===== src/rtl/instr_fetch_unit_pkg.sv =====
// Shared types and constants for the fetch stage: widths, halt marker,
// instruction field positions and the buffered fetch entry.
package instr_fetch_unit_pkg;

  localparam int PC_W    = 6;
  localparam int INSTR_W = 32;

  localparam logic [PC_W-1:0]    RESET_PC  = '0;
  localparam logic [INSTR_W-1:0] HALT_WORD = 32'h0000_0000;

  // Instruction field layout as seen by decode
  localparam int OPCODE_MSB = 31;
  localparam int OPCODE_LSB = 28;
  localparam int RD_MSB     = 27;
  localparam int RD_LSB     = 22;
  localparam int RS_MSB     = 21;
  localparam int RS_LSB     = 16;
  localparam int IMM_MSB    = 15;
  localparam int IMM_LSB    = 0;

  typedef struct packed {
    logic [PC_W-1:0]    pc;
    logic [INSTR_W-1:0] instr;
  } fetch_entry_t;

  typedef enum logic {
    ST_FETCH = 1'b0,
    ST_HALT  = 1'b1
  } fetch_state_t;

  function automatic logic [3:0] opcode_of(input logic [INSTR_W-1:0] instr);
    return instr[OPCODE_MSB:OPCODE_LSB];
  endfunction

endpackage


===== src/rtl/instr_fetch_unit_fetch_buffer.sv =====
// Two-entry in-order buffer between fetch and decode. Slot 0 is always the
// head, so the head is stable whenever nothing is popped.
module fetch_buffer
  import instr_fetch_unit_pkg::*;
(
  input  logic         clk,
  input  logic         rst_n,
  input  logic         push,
  input  fetch_entry_t push_data,
  input  logic         pop,
  input  logic         flush,
  output logic [1:0]   count,
  output fetch_entry_t head
);

  fetch_entry_t slot0;
  fetch_entry_t slot1;
  logic         pop_eff;
  logic         push_eff;

  assign pop_eff  = pop && (count != 2'd0);
  assign push_eff = push && ((count != 2'd2) || pop_eff);
  assign head     = slot0;

  always_ff @(posedge clk or negedge rst_n) begin
    if (!rst_n) begin
      slot0 <= '0;
      slot1 <= '0;
      count <= 2'd0;
    end else if (flush) begin
      count <= 2'd0;
    end else begin
      case ({push_eff, pop_eff})
        2'b11: begin
          if (count == 2'd1) begin
            slot0 <= push_data;
          end else begin
            slot0 <= slot1;
            slot1 <= push_data;
          end
        end
        2'b01: begin
          slot0 <= slot1;
          count <= count - 2'd1;
        end
        2'b10: begin
          if (count == 2'd0) slot0 <= push_data;
          else               slot1 <= push_data;
          count <= count + 2'd1;
        end
        default: ;
      endcase
    end
  end

endmodule


===== src/rtl/instr_fetch_unit.sv =====
// Fetch stage: owns the PC, reads the combinational instruction memory and
// feeds decode through a 2-entry buffer; stops at the halt word.
//
// state    | meaning
// ST_FETCH | PC advances on every accepted fetch
// ST_HALT  | halt word seen; PC parked on it until redirect or reset
module instr_fetch_unit
  import instr_fetch_unit_pkg::*;
(
  input  logic               clk,
  input  logic               rst_n,
  output logic [PC_W-1:0]    pc_addr,
  input  logic [INSTR_W-1:0] imem_instr,
  input  logic               redirect_valid,
  input  logic [PC_W-1:0]    redirect_pc,
  output logic               id_valid,
  output logic [INSTR_W-1:0] id_instr,
  output logic [PC_W-1:0]    id_pc,
  input  logic               id_ready,
  output logic               halted
);

  fetch_state_t    state, state_next;
  logic [PC_W-1:0] pc, pc_next;
  logic [1:0]      count;
  fetch_entry_t    head;
  fetch_entry_t    push_data;
  logic            pop;
  logic            push_ok;
  logic            push;

  assign pc_addr   = pc;
  assign halted    = (state == ST_HALT);
  assign id_valid  = (count != 2'd0);
  assign id_instr  = head.instr;
  assign id_pc     = head.pc;
  assign pop       = id_valid && id_ready;
  assign push_ok   = !halted && ((count != 2'd2) || pop);
  assign push_data = '{pc: pc, instr: imem_instr};

  always_ff @(posedge clk or negedge rst_n) begin
    if (!rst_n) begin
      state <= ST_FETCH;
      pc    <= RESET_PC;
    end else begin
      state <= state_next;
      pc    <= pc_next;
    end
  end

  // Redirect wins over everything; a halt word is never pushed
  always_comb begin
    state_next = state;
    pc_next    = pc;
    push       = 1'b0;
    if (redirect_valid) begin
      state_next = ST_FETCH;
      pc_next    = redirect_pc;
    end else if (push_ok) begin
      if (imem_instr == HALT_WORD) begin
        state_next = ST_HALT;
      end else begin
        push    = 1'b1;
        pc_next = pc + 1'b1;
      end
    end
  end

  fetch_buffer u_fetch_buffer (
    .clk       (clk),
    .rst_n     (rst_n),
    .push      (push),
    .push_data (push_data),
    .pop       (pop),
    .flush     (redirect_valid),
    .count     (count),
    .head      (head)
  );

endmodule


===== config.mk =====
export PLATFORM = sky130hd
export DESIGN_NAME = instr_fetch_unit
export DESIGN_NICKNAME = d
export VERILOG_FILES = /design/src/rtl/instr_fetch_unit_pkg.sv /design/src/rtl/instr_fetch_unit_fetch_buffer.sv /design/src/rtl/instr_fetch_unit.sv
export SDC_FILE = /design/constraint.sdc
export NUM_CORES = 1
export LEC_CHECK = 0
export ABC_AREA = 1
export CAP_MARGIN = 15
export CORE_ASPECT_RATIO = 1.5
export CORE_MARGIN = 2
export CORE_UTILIZATION = 35
export DETAILED_ROUTE_END_ITERATION = 16
export SYNTH_ARGS = -nofsm -noshare
export SYNTH_HDL_FRONTEND = slang
export SYNTH_SLANG_ARGS = --single-unit

===== constraint.sdc =====
create_clock -name clk -period 5 [get_ports clk]
set_input_delay 1.5 -clock clk [delete_from_list [all_inputs] [get_ports clk]]
set_output_delay 1.5 -clock clk [all_outputs]
set_load 0.02 [all_outputs]

Word-level counts from Yosys, hierarchy flattened
Cells that the tools add are included.
{"block": "word_totals", "reg_bits": 85, "output_inout_bits": 46}
{"block": "classes", "addsub": 3, "n_eq_ne": 9, "muxes": 17, "bitwise_logic": 1, "reduce_logical": 19}
{"operator": "38-bit two-way mux", "count": 4}
{"operator": "38-bit one-hot mux with 3 select lines", "count": 1}
{"operator": "38-bit one-hot mux with 2 select lines", "count": 1}
{"operator": "32-bit logical NOT", "count": 1}
{"operator": "6-bit two-way mux", "count": 3}
{"operator": "2-bit inequality test, second input constant", "count": 4}
{"operator": "2-bit nonzero test", "count": 4}
{"operator": "6-bit by 1-bit adder with 6-bit output, second input constant", "count": 1}
{"operator": "1-bit two-way mux", "count": 6}
{"operator": "3-bit nonzero test", "count": 2}
{"operator": "2-bit by 1-bit == test with 1-bit output, second input constant", "count": 2}
{"operator": "2-bit == test, second input constant", "count": 2}
{"operator": "1-bit logical AND", "count": 4}
{"operator": "2-bit one-hot mux with 2 select lines", "count": 1}
{"operator": "2-bit AND reduction", "count": 2}
{"operator": "4-bit AND reduction", "count": 1}
{"operator": "3-bit AND reduction", "count": 1}
{"operator": "2-bit by 1-bit adder with 2-bit output, second input constant", "count": 1}
{"operator": "2-bit logical NOT", "count": 1}
{"operator": "1-bit logical OR", "count": 2}
{"operator": "2-bit two-way mux", "count": 1}
{"operator": "2-bit by 1-bit inequality test with 1-bit output, second input constant", "count": 1}
{"operator": "2-bit by 1-bit subtractor with 2-bit output, second input constant", "count": 1}
{"operator": "1-bit logical NOT", "count": 1}
{"operator": "1-bit inverter", "count": 1}

Longest topological paths before layout
{"block": "depth", "depth_word": 10, "mapped_depth": 17, "ltp_nobuf": 14}

Hierarchy
A second synthesis with hierarchy kept.
{"block": "hier_totals", "hier_cells": 756, "area_unflattened_um2": 5044.8}
{"mod": "fetch_buffer", "instances": 1, "cells_each": 652, "area_each_um2": 4439.3, "seq_area_each_um2": 1951.9}
{"mod": "instr_fetch_unit", "instances": 1, "cells_each": 104, "area_each_um2": 605.6, "seq_area_each_um2": 175.2}

Worst setup path before layout
Ideal clock, no wire load.
{"block": "synth_timing", "path_type": "in2reg", "startpoint": "input port imem_instr[10]", "endpoint": "register u_fetch_buffer.slot0, in the netlist u_fetch_buffer.head[7]", "setup_time_ns": 0.066, "t_arrival_ns": 3.276, "t_required_ns": 4.934, "slack_ns": 1.658, "stages": 13, "n_path_buf": 2, "cell_sequence": "nor2_1 > nand2_1 > nor2_1 > nand2_1 > o21ai_2 > inv_1 > ha_1 > buf_1 > clkbuf_1 > a21oi_1 > a32oi_1 > nand3_1 > nand2_1"}
{"block": "synth_via", "elab_chain_cells": 8, "elab_cells_between_ends": 12, "cone_classes": "eq/ne (4); mux (4); reduce/logical (4)"}
{"element": "from (decl)", "line_no": "instr_fetch_unit.sv:13", "rtl": "input logic [INSTR_W-1:0] imem_instr,"}
{"element": "32-bit logical NOT (*)", "line_no": "instr_fetch_unit.sv:60", "rtl": "if (imem_instr == HALT_WORD) begin"}
{"element": "1-bit two-way mux (*)", "line_no": "instr_fetch_unit.sv:60"}
{"element": "1-bit two-way mux (*)", "line_no": "instr_fetch_unit.sv:59", "rtl": "end else if (push_ok) begin"}
{"element": "1-bit two-way mux (*)", "line_no": "instr_fetch_unit.sv:56", "rtl": "if (redirect_valid) begin"}
{"element": "1-bit logical AND (*)", "line_no": "instr_fetch_unit_fetch_buffer.sv:22", "rtl": "assign push_eff = push && ((count != 2'd2) || pop_eff);"}
{"element": "2-bit == test or 2-bit by 1-bit == test with 1-bit output (tied branches)", "line_no": "instr_fetch_unit_fetch_buffer.sv:33", "rtl": "case ({push_eff, pop_eff})"}
{"element": "2-bit by 1-bit inequality test with 1-bit output (no source line) or 3-bit nonzero test (tied branches)"}
{"element": "3-bit AND reduction (no source line)"}
{"element": "to (signal assigned)", "line_no": "instr_fetch_unit_fetch_buffer.sv:36", "rtl": "slot0 <= push_data;"}
{"element": "to (signal assigned)", "line_no": "instr_fetch_unit_fetch_buffer.sv:38", "rtl": "slot0 <= slot1;"}
{"element": "to (signal assigned)", "line_no": "instr_fetch_unit_fetch_buffer.sv:43", "rtl": "slot0 <= slot1;"}
{"element": "to (decl)", "line_no": "instr_fetch_unit_fetch_buffer.sv:16", "rtl": "fetch_entry_t slot0;"}
Every way passes the cells marked *; elsewhere a longest branch is shown, timed or not.
A chain may end at the register's enable or synchronous reset.

Final worst setup path
{"block": "layout_timing", "startpoint": "input port id_ready", "endpoint": "register u_fetch_buffer.slot1[33] in the netlist's numbering"}
{"block": "layout_via", "elab_chain_cells": 9, "elab_cells_between_ends": 15, "cone_classes": "eq/ne (4); mux (3); reduce/logical (8)"}
{"element": "from (decl)", "line_no": "instr_fetch_unit.sv:19", "rtl": "input logic id_ready,"}
{"element": "1-bit logical AND (*)", "line_no": "instr_fetch_unit.sv:37", "rtl": "assign pop = id_valid && id_ready;"}
{"element": "1-bit logical OR", "line_no": "instr_fetch_unit.sv:38", "rtl": "assign push_ok = !halted && ((count != 2'd2) || pop);"}
{"element": "1-bit logical AND", "line_no": "instr_fetch_unit.sv:38"}
{"element": "1-bit two-way mux", "line_no": "instr_fetch_unit.sv:59"}
{"element": "1-bit two-way mux", "line_no": "instr_fetch_unit.sv:56"}
{"element": "1-bit logical AND", "line_no": "instr_fetch_unit_fetch_buffer.sv:22"}
{"element": "2-bit == test", "line_no": "instr_fetch_unit_fetch_buffer.sv:33"}
{"element": "2-bit inequality test (no source line) or 2-bit nonzero test (tied branches)"}
{"element": "4-bit AND reduction (no source line)"}
{"element": "to (signal assigned)", "line_no": "instr_fetch_unit_fetch_buffer.sv:39", "rtl": "slot1 <= push_data;"}
{"element": "to (signal assigned)", "line_no": "instr_fetch_unit_fetch_buffer.sv:48", "rtl": "else slot1 <= push_data;"}
{"element": "to (decl)", "line_no": "instr_fetch_unit_fetch_buffer.sv:17", "rtl": "fetch_entry_t slot1;"}
Marks and branches as above.

==> results.yml <==
synthesis:
  syn_inst: 642
  ys_async_sr_fraction: 1.00
  yosysWarnings: 0
  post-synth-top-count-cell: "nand2_1"
  synth_xor_area_frac: 0.00364
  synth.cells.most_frequent: "nand2_1 (249), dfrtp_1 (85), a21oi_1 (42), o21ai_0 (42), nand3_1 (41)"
  yosys.area.top_type: "dfrtp_1"
  ys.flop_type: "dfrtp_1"
  synth.distinct_cells: 29
  synth_area_leaders: "dfrtp_1 (44%), nand2_1 (19%), a32oi_1 (6.9%)"
  synth-simple-area-share: 0.269
  synth_top_family_by_area: "simple AND/OR/NAND/NOR gates"
  syn_area_um2: 4810
  synth_compound_area_frac: 0.163
  synth_top_area_frac: 0.443
  synth-edff-count: 0
  synth_mux_area_frac: 0.0255
  syn_nets: 691
  avgSynthCellArea_um2: 7.49
  ys_seq_area_frac: 0.443
  synth.ff_latch_count: 85
  synth_fa_ha_area_frac: 0.0182
cells_and_area:
  drive_gt1_frac: 0.0630
  finalNonFillerCells: 876
  design_area_um2: 6060
  utilization: 0.450
  area_growth_pct: 26.1
  fill_cells: 1328
  final_nets: 758
  diodes: 0
timing:
  fmax_ghz: 0.254
  hold_viol: 0
  period_share: 0.788
  hold_slack_ns: 0.467
  setup_ws_ns: 1.06
  finalSetupViolCount: 0
  rsz0062_at_grt: "false"
  slew_headroom: 0.383
  setup_tns_ns: 0
  slew_violations: 0
  timing.final.crit_period_ns: 3.94
  tightest_slew_ns: 0.926
  finClkSkew_ns: 0.00499
power_and_ir_drop:
  vdd_ir_drop_max_v: 0.000232
  p_leak_nw: 2.73
  power.total_mw: 3.47
  powerDensity_nw_per_um2: 573
clock_network:
  cts_sinks: 85
  cts_tree: "done"
  cts_setup_buffers: 0
  clock_path_buffers: 2
  path_clk_slew_ns: 0.06
  cts_buffers: 9
  ctsHoldBuffers: 0
  post_cts_resized: 0
  h-tree-depth: 3
  cts_root_buf: "clkbuf_16"
  insertion_delay_ns: 0.34
setup_path:
  critPathCaptureType: "flop"
  crit_fanout: 35
  critPathArrivalTime_ns: 4.16
  cp.required_ns: 5.23
  criticalPathCategory: "in -> reg"
  startpoint_type: "input pin"
place:
  pre_cts_ws_ns: 0.701
  dp_hpwl_um: 9010
  place.gp.congestion: 0.826
  portBuffers: 87
  post-place-cells: 859
  dpl_cell_area_um2: 5770
worst_hold_path:
  min_path_type: "reg -> reg"
grt:
  antenna_found_initial: 0
  grt_usage: 0.192
  grt_pass1_wl_um: 22700
  overflow: 0
  grt_pass1_vias: 4616
  grt_max_degree: 86
run:
  maxCapViolations: 0
drt:
  vias_per_cell: 5.27
  first_iter_violations: 309
  ant_nets: 0
  dr.pass1.iters: 5
  wirelength_um: 13500
  vias: 4617
  route.detailed.drc: 0
  wire_per_inst_um: 15.4
die:
  start_util: 0.357
  dieArea_um2: 14700
  ios: 88
  die_h_um: 148
  fp-row-count: 52
  fp.dieW_um: 99.7
  coreArea_um2: 13500
status:
  status: "complete, no violations"
[cells in the final DEF, fill, tap and decap left out, types with 2 or more instances in the layout]
master / synthesis / routed
nor2_1: 28 / 28
o21ai_0: 42 / 42
clkbuf_1: 27 / 3
nand2_1: 249 / 249
buf_4: 1 / 13
a32oi_1: 38 / 38
dfrtp_1: 85 / 85
clkinvlp_4: 0 / 2
ha_1: 7 / 6
inv_1: 40 / 40
xor2_1: 2 / 2
clkinv_2: 0 / 2
a21oi_1: 42 / 42
clkbuf_16: 0 / 9
nand3_1: 41 / 41
clkdlybuf4s50_1: 0 / 86
mux2_2: 10 / 10
[flip-flops by register name, indices dropped and copies added (netlist names)]
signal and count:
pc_addr 6, u_fetch_buffer.count 2, u_fetch_buffer.head 38, u_fetch_buffer.slot1 38, halted 1
[layer usage]
| metal | up-vias | share of wire | global-route usage |
|---|---|---|---|
| met5 | - | 0 | 0 |
| met4 | 0 | 0.021 | 0.0705 |
| met3 | 20 | 0.053 | 0.0345 |
| met2 | 155 | 0.50 | 0.323 |
| met1 | 2186 | 0.43 | 0.245 |
| li1 | 2256 | - | - |
[final timing paths]
check,from,endpoint,slack (ns),cells past startpoint
hold / removal,u_fetch_buffer.head[33],u_fetch_buffer.head[33],0.47,2
setup reg to reg,u_fetch_buffer.count[0],u_fetch_buffer.slot1[33],1.97,15
hold reg to reg,u_fetch_buffer.head[33],u_fetch_buffer.head[33],0.47,2
setup / recovery,id_ready,u_fetch_buffer.slot1[33],1.06,15
max in group asynchronous,rst_n,u_fetch_buffer.head[27],3.35,2
min in group asynchronous,rst_n,u_fetch_buffer.head[16],1.03,1
[critical path: stages]
cell	delay, ns
clkdlybuf4s50_1	0.45
inv_1	0.05
nor2_2	0.15
inv_2	0.07
nand2_1	0.08
nand2_2	0.07
nor2_4	0.11
o21ai_2	0.09
inv_1	0.08
ha_1	0.18
buf_4	0.31
a21oi_1	0.12
o211ai_1	0.13
buf_4	0.37
mux2_2	0.38
[cell type report]
cell class / instances / area, um^2 / area share
clock inverters: 4 / 25.0 / 0.00413
inverters: 42 / 158 / 0.0260
multi-input cells: 470 / 2300 / 0.380
well taps: 162 / 203 / 0.0335
clock buffers: 12 / 236 / 0.0390
flip-flops and latches: 85 / 2130 / 0.351
repair buffers: 101 / 1010 / 0.166
[where the power goes]
part / leakage [nW] / switching, mW / total (mW) / internal [mW]
combinational: 1.54 / 0.975 / 1.68 / 0.701
sequential: 1.07 / 0.211 / 1.19 / 0.983
clock: 0.123 / 0.268 / 0.603 / 0.335
total: 2.73 / 1.45 / 3.47 / 2.02
[cell families after synthesis]
logic type / count (synthesis)
AOI/OAI and AO/OA: 126
xor gates and xnor gates: 2
adders and majority gates: 7
buffers and inverters: 87
DFF: 85
muxes: 11
and+or+nand+nor: 324
No activity file was read; power rests on OpenSTA's default activity.
